**src/rtl/op_sched_pkg.sv**
```systemverilog
// Shared definitions for the operation scheduler: kind and state
// encodings, special ALU function codes and the memory wait limit.
package op_sched_pkg;

    typedef enum logic [1:0] {
        K_ALU_REG = 2'b00,
        K_ALU_IMM = 2'b01,
        K_LOAD    = 2'b10,
        K_STORE   = 2'b11
    } kind_e;

    typedef enum logic [1:0] {
        S_IDLE = 2'b00,
        S_EXEC = 2'b01,
        S_MEM  = 2'b10
    } state_e;

    localparam logic [3:0] ALU_LDF = 4'b1110;
    localparam logic [3:0] ALU_STF = 4'b1111;
    localparam logic [7:0] TIMEOUT = 8'd255;

    typedef struct packed {
        kind_e       kind;
        logic [3:0]  alu_f;
        logic        carry_mask;
        logic [15:0] imm;
        logic        zero_index;
    } op_t;

endpackage

```
**src/rtl/op_sched_mem_wait_timer.sv**
```systemverilog
// Counts cycles spent waiting on the LSU; flags when the limit is hit.
module mem_wait_timer
    import op_sched_pkg::*;
(
    input  logic clk,
    input  logic rst,
    input  logic clear,
    input  logic enable,
    output logic expired
);

    logic [7:0] count;

    always_ff @(posedge clk or posedge rst) begin
        if (rst)
            count <= '0;
        else if (clear)
            count <= '0;
        else if (enable && !expired)
            count <= count + 8'd1;
    end

    assign expired = (count == TIMEOUT);

endmodule

```
**src/rtl/op_sched.sv**
```systemverilog
// Issues decoded operations to the ALU directly or via the LSU,
// generating writeback enables and a memory wait timeout.
module op_sched
    import op_sched_pkg::*;
(
    input  logic        clk,
    input  logic        rst,
    input  logic        dec_valid,
    output logic        dec_ready,
    input  logic [1:0]  dec_kind,
    input  logic [3:0]  dec_alu_f,
    input  logic        dec_carry_mask,
    input  logic [15:0] dec_imm,
    input  logic        dec_zero_index,
    output logic [3:0]  alu_f,
    output logic        carry_mask,
    output logic [15:0] sched_t16,
    output logic [15:0] sched_agu_t16,
    output logic        sched_bypass_b,
    output logic        sched_zero_index,
    output logic        rf_we,
    output logic        sf_we,
    output logic        lsu_req,
    output logic        lsu_we,
    input  logic        lsu_ack,
    input  logic [15:0] lsu_rdata,
    output logic        busy,
    output logic        mem_timeout
);

    state_e      state, state_nx;
    op_t         op;
    logic [15:0] operand;
    logic        accept;
    logic        expired;

    assign dec_ready = (state == S_IDLE) && !rst;
    assign accept    = dec_valid && dec_ready;
    assign busy      = (state != S_IDLE);

    mem_wait_timer u_timer (
        .clk     (clk),
        .rst     (rst),
        .clear   (accept),
        .enable  (state == S_MEM),
        .expired (expired)
    );

    always_ff @(posedge clk or posedge rst) begin
        if (rst) begin
            state   <= S_IDLE;
            op      <= '0;
            operand <= '0;
        end else begin
            state <= state_nx;
            if (accept)
                op <= '{kind_e'(dec_kind), dec_alu_f, dec_carry_mask,
                        dec_imm, dec_zero_index};
            if (state == S_MEM && lsu_ack && op.kind == K_LOAD)
                operand <= lsu_rdata;
        end
    end

    always_comb begin
        state_nx         = state;
        alu_f            = '0;
        carry_mask       = 1'b0;
        sched_t16        = '0;
        sched_agu_t16    = '0;
        sched_bypass_b   = 1'b0;
        sched_zero_index = 1'b0;
        rf_we            = 1'b0;
        sf_we            = 1'b0;
        lsu_req          = 1'b0;
        lsu_we           = 1'b0;
        mem_timeout      = 1'b0;
        unique case (state)
            S_IDLE: begin
                if (accept)
                    state_nx = dec_kind[1] ? S_MEM : S_EXEC;
            end
            S_MEM: begin
                lsu_req          = 1'b1;
                lsu_we           = (op.kind == K_STORE);
                sched_agu_t16    = op.imm;
                sched_zero_index = op.zero_index;
                // A late ack still wins over the timeout in the same cycle
                if (lsu_ack) begin
                    state_nx = (op.kind == K_STORE) ? S_IDLE : S_EXEC;
                end else if (expired) begin
                    mem_timeout = 1'b1;
                    state_nx    = S_IDLE;
                end
            end
            S_EXEC: begin
                alu_f          = op.alu_f;
                carry_mask     = op.carry_mask;
                sched_bypass_b = (op.kind != K_ALU_REG);
                if (op.kind == K_LOAD)
                    sched_t16 = operand;
                else if (op.kind == K_ALU_IMM)
                    sched_t16 = op.imm;
                rf_we    = (op.alu_f != ALU_STF);
                sf_we    = (op.alu_f != ALU_LDF);
                state_nx = S_IDLE;
            end
            default: state_nx = S_IDLE;
        endcase
    end

endmodule

```
**config.mk**
```make
export PLATFORM = sky130hd
export DESIGN_NAME = op_sched
export DESIGN_NICKNAME = d
export VERILOG_FILES = /design/src/rtl/op_sched_pkg.sv /design/src/rtl/op_sched_mem_wait_timer.sv /design/src/rtl/op_sched.sv
export SDC_FILE = /design/constraint.sdc
export NUM_CORES = 1
export LEC_CHECK = 0
export CORE_AREA = 2 2 69 84
export CTS_BUF_LIST = sky130_fd_sc_hd__clkbuf_16
export CTS_CLUSTER_SIZE = 10
export DETAILED_ROUTE_END_ITERATION = 8
export DIE_AREA = 0 0 71 86
export GPL_TIMING_DRIVEN = 0
export MAX_ROUTING_LAYER = met4
export PLACE_DENSITY = 0.84
export RECOVER_POWER = 100
export SETUP_SLACK_MARGIN = 0.4
export SYNTH_ARGS = -nofsm -noshare
export SYNTH_HDL_FRONTEND = slang
export SYNTH_SLANG_ARGS = --single-unit
```
**constraint.sdc**
```tcl
create_clock -name clk -period 4.7 [get_ports clk]
set_input_delay 0.94 -clock clk [delete_from_list [all_inputs] [get_ports clk]]
set_output_delay 0.94 -clock clk [all_outputs]
set_load 0.05 [all_outputs]
```
* Yosys cells after proc, flatten, opt, wreduce, memory -nomap -nowiden
Cells that the tools add are included.
Word-level totals: register bits 50, latch bits 0, bits in writable memories 0, ROM bits 0, bits of input ports 44, output and inout port bits 46, memories kept 0
Cells by class: add/sub/neg operators 1, $mul 0, divide/modulo/power cells 0, $lt $le $gt $ge 0, equality and inequality tests 10, shift operators 0, multiplexer cells 23, bitwise gates (word level) 0, reduce and logical (&&, ||, !) cells 12
Operators by type and width (number):
- 2-to-1 mux 16 bit | 4
- 2-to-1 mux 8 bit | 2
- 2-to-1 mux 1 bit | 11
- adder 8 x 1 -> 8 bit, second input constant | 1
- equality test 8 bit, second input constant | 1
- 2-to-1 mux 2 bit | 4
- != test 4 bit, second input constant | 2
- equality test 2 bit, second input constant | 3
- nonzero test 2 bit | 3
- logical AND 1 bit | 5
- equality test 2 x 1 -> 1 bit, second input constant | 2
- 2-to-1 mux 4 bit | 1
- one-hot mux 2 bit (2 select lines) | 1
- != test 3 bit, second input constant | 1
- logical NOT 1 bit | 2
- logical NOT 2 bit | 1
- != test 2 bit, second input constant | 1
- AND reduction 2 bit | 1

* Depth between registers and ports, before layout
depth after elaboration 5, gate-level depth with buffers 7, depth with buffers taken out 5

* By module
From an unflattened synthesis, not the netlist that was laid out.
Unflattened totals: cells, all modules 220, area, all modules 2539.9 um2
Modules (own cells, without submodules):
- op_sched | times used 1, cells each 172, area an instance 2048.2 um2, seq. area each 1051.0 um2
- mem_wait_timer | times used 1, cells each 48, area an instance 491.7 um2, seq. area each 200.2 um2

* Least setup slack after synthesis
Ideal clock, no wire load.
path kind in2out, start point in lsu_ack, end point out mem_timeout, arrival time 2.037 ns, setup slack 1.723 ns, stages 1, buffers on the path 0, path through nor3_1
On the way: cells in the longest elaborated chain, start to end 2
Ends and longest elaborated chain:
- from (decl) | line op_sched.sv:25 | input logic lsu_ack,
- 2-to-1 mux 1 bit | line op_sched.sv:88 | if (lsu_ack) begin
- 2-to-1 mux 1 bit | line op_sched.sv:77 | unique case (state)
- to (decl) | line op_sched.sv:28 | output logic mem_timeout
No other way between the ends.

* Final worst setup path
start point reg op[22] in the netlist's numbering, end point out sched_t16[6]
On the way: cells in the longest elaborated chain, start to end 4, elaborated cells on any way between the ends 5
Ends and longest elaborated chain:
- from (decl) | line op_sched.sv:32 | op_t op;
- from (signal assigned) | line op_sched.sv:57 | op <= '{kind_e'(dec_kind), dec_alu_f, dec_carry_mask,
- equality test 2 x 1 -> 1 bit | line op_sched.sv:101 | else if (op.kind == K_ALU_IMM)
- 2-to-1 mux 16 bit | line op_sched.sv:101
- 2-to-1 mux 16 bit * | line op_sched.sv:99 | if (op.kind == K_LOAD)
- 2-to-1 mux 16 bit * | line op_sched.sv:77
- to (decl) | line op_sched.sv:17 | output logic [15:0] sched_t16,
Every way passes the cells marked *; elsewhere a longest branch is shown, timed or not.

==> metrics.md <==
| Metric | Value |
|---|---|
| Status | finished, violations left |
| Violated checks | max-capacitance violations, max-slew violations |
| Crit path max fanout | 10 |
| Mapped Cells | 223 |
| All-Layer GR Usage | 21.9% |
| Cell Rows | 29 |
| Flops & latches, synth | 50 |
| Initial Util | 47.2% |
| Post-route DRC | 0 |
| Largest net degree at the start of global routing | 36 |
| Final min period | 3.68 ns |
| Post-CTS setup buffer count | 0 |
| Antenna Nets Post-Route | 0 |
| Worst EP required | 3.76 ns |
| Final setup vio count | 0 |
| Vias per Instance | 5.39 |
| Async SR Flop Fraction | 100% |
| Root buf cell | clkbuf_16 |
| Synth Area per Inst | 11.1 µm² |
| Post-CTS Resized | 0 |
| Worst skew pair latency | 0.29 ns |
| Synthesized net count | 268 |
| TritonCTS Sinks | 50 |
| Total placed cells including tap cells | 375 |
| Setup crit end kind | output pin |
| Total Nets Final | 365 |
| Total power | 1550 µW |
| Die H | 86 µm |
| Peak VDD IR | 0.266 mV |
| Fin cells | 383 |
| Worst path arrival time | 2.74 ns |
| Final TNS setup | 0 ns |
| Final Core Density | 68.4% |
| Final WL | 6290 µm |
| Area Growth Syn to Fin | 45.0% |
| Yosys warns | 0 |
| Top cell type's share of synthesized area | 50.4% |
| DR vias | 2063 |
| P_leak | 0.00160 µW |
| Routed length per placed instance | 16.4 µm |
| Layout cell share with drive strength beyond 1 | 15.0% |
| Clk_skew | 0.00864 ns |
| Clk slew on worst S/H paths | 0.07 ns |
| EDFF count, synth | 0 |
| GPL Wtd Cong | 0.862 |
| Max_slew headroom | -21.6% |
| Final Hold Vio Count | 0 |
| H-tree Lvls | 2 |
| Sequential-to-total area share from yosys stat | 50.4% |
| Remaining global-route overflow | 0 |
| Mapped Area | 2480 µm² |
| Area of placed instances | 3470 µm² |
| Crit path kind | reg2out |
| Synth cell count leaders | dfrtp_1 (50), mux2_2 (38), nor2_1 (32) |
| Initial DRC Count | 174 |
| CTS Buf Count | 5 |
| Initial antenna violation count | 0 |
| Synth cell types | 35 |
| Horiz. Die Dim | 71 µm |
| N_diodes | 0 |
| Worst slew pin tran | 1.82 ns |
| Worst setup SP type | register |
| IO buf count | 89 |
| Ys flop type | dfrtp_1 |
| Largest area contributor in the netlist | dfrtp_1 |
| CTS max path bufs | 2 |
| Power Dens Cells | 429 nW/µm² |
| CTS Hold Bufs | 0 |
| Die Area | 6110 µm² |
| Worst hold path class | reg2reg |
| Vias in the first global route | 2099 |
| Tcrit/Tclk final | 78.2% |
| Max Clk Rate | 272 MHz |
| MaxCap Viol Count | 1 |
| DP Wirelength | 4630 µm |
| CTS tree | built |
| Largest cells by area after synthesis | dfrtp_1 (50%), mux2_2 (17%), and2_1 (5.5%) |
| First-pass GRT wire length | 10200 µm |
| DRT Pass-1 Iters | 4 |
| Count of pins over their slew limit | 36 |
| I/O pin cnt | 90 |
| Cell area after layout | 3600 µm² |
| Most frequent cell after synthesis | dfrtp_1 |
| RSZ-0062 raised after global routing | false |
| Core area | 5260 µm² |
-- flip-flops by register name, summed over array words and instances (netlist names) --
name and cells:
operand 16, state 2, op 24, u_timer.count 8
-- area by class of cell --
class / count / area [µm²]
Multi-Input combinational cell: 156 / 1110
Clock inverter: 3 / 63.8
Tap cell: 62 / 77.6
Inverter: 4 / 15.0
Buffer: 13 / 60.1
Sequential cell: 50 / 1250
Clock buffer: 5 / 125
Timing Repair Buffer: 90 / 895
Fill cell: 405 / 1660
-- worst paths after layout --
path	cells after the start	startpoint	slack (ns)	endpoint
max	6	op[22]	1.02	sched_t16[6]
min	1	operand[10]	0.51	operand[10]
max reg2reg	5	state[1]	2.04	op[17]
min reg2reg	1	operand[10]	0.51	operand[10]
max in group asynchronous	3	rst	1.36	op[14]
min in group asynchronous	2	rst	1.22	state[1]
-- layout by cell type, fill, tap and decap left out, types with 4 or more instances in the layout --
cell | Yosys | layout
dfrtp_1 | 50 | 50
dlygate4sd3_1 | 0 | 47
clkdlybuf4s50_1 | 0 | 42
mux2_2 | 38 | 38
nor2_1 | 32 | 33
and2_1 | 22 | 22
a22oi_1 | 16 | 16
clkbuf_1 | 6 | 12
nand3_1 | 7 | 7
nand2_1 | 7 | 7
clkbuf_16 | 0 | 5
inv_1 | 4 | 4
o21ai_0 | 4 | 4
-- critical path: stages, from the launching register on --
cell and delay (ns):
dfrtp_1 0.41, nor2b_1 0.16, clkbuf_1 0.30, clkbuf_1 0.42, a22oi_1 0.13, nor2_1 0.13, dlygate4sd3_1 0.89
-- report_power, final --
part / internal [µW] / switching [µW]
registers: 554 / 87.9
logic: 210 / 242
clock network: 303 / 148
-- logic make-up (layout without fill, tap and decap cells) --
family / count (synthesis) / after routing / synth area share (%)
flops: 50 / 50 / 50.4
xor+xnor: 3 / 3 / 1.06
mux: 41 / 41 / 18.5
buf+inv: 17 / 115 / 4.23
compound gates: 29 / 29 / 8.21
simple gates: 82 / 82 / 17.1
fa+ha+maj: 1 / 1 / 0.504
-- routing by layer --
| layer | track usage (%) | wire length (µm) | part of all wire, % | up-vias |
|---|---|---|---|---|
| li1 | - | - | - | 968 |
| met3 | 3.41 | 271 | 4.3 | 10 |
| met1 | 26.4 | 2530 | 40 | 1018 |
| met2 | 37.3 | 3370 | 54 | 67 |
| met4 | 7.89 | 111 | 1.8 | 0 |
| met5 | - | 0 | 0 | - |
-- metrics by stage --
step / setup slack, ns / hold WS (ns)
6_report: 1.02 / 0.514
5_1_grt: 0.843 / 0.536
4_1_cts: 1.08 / 0.516
3_5_place_dp: 1.27 / 0.496
3_3_place_gp: 1.21 / 0.481
2_1_floorplan: 1.72 / 0.472
Power figures use the tool's default switching activity.
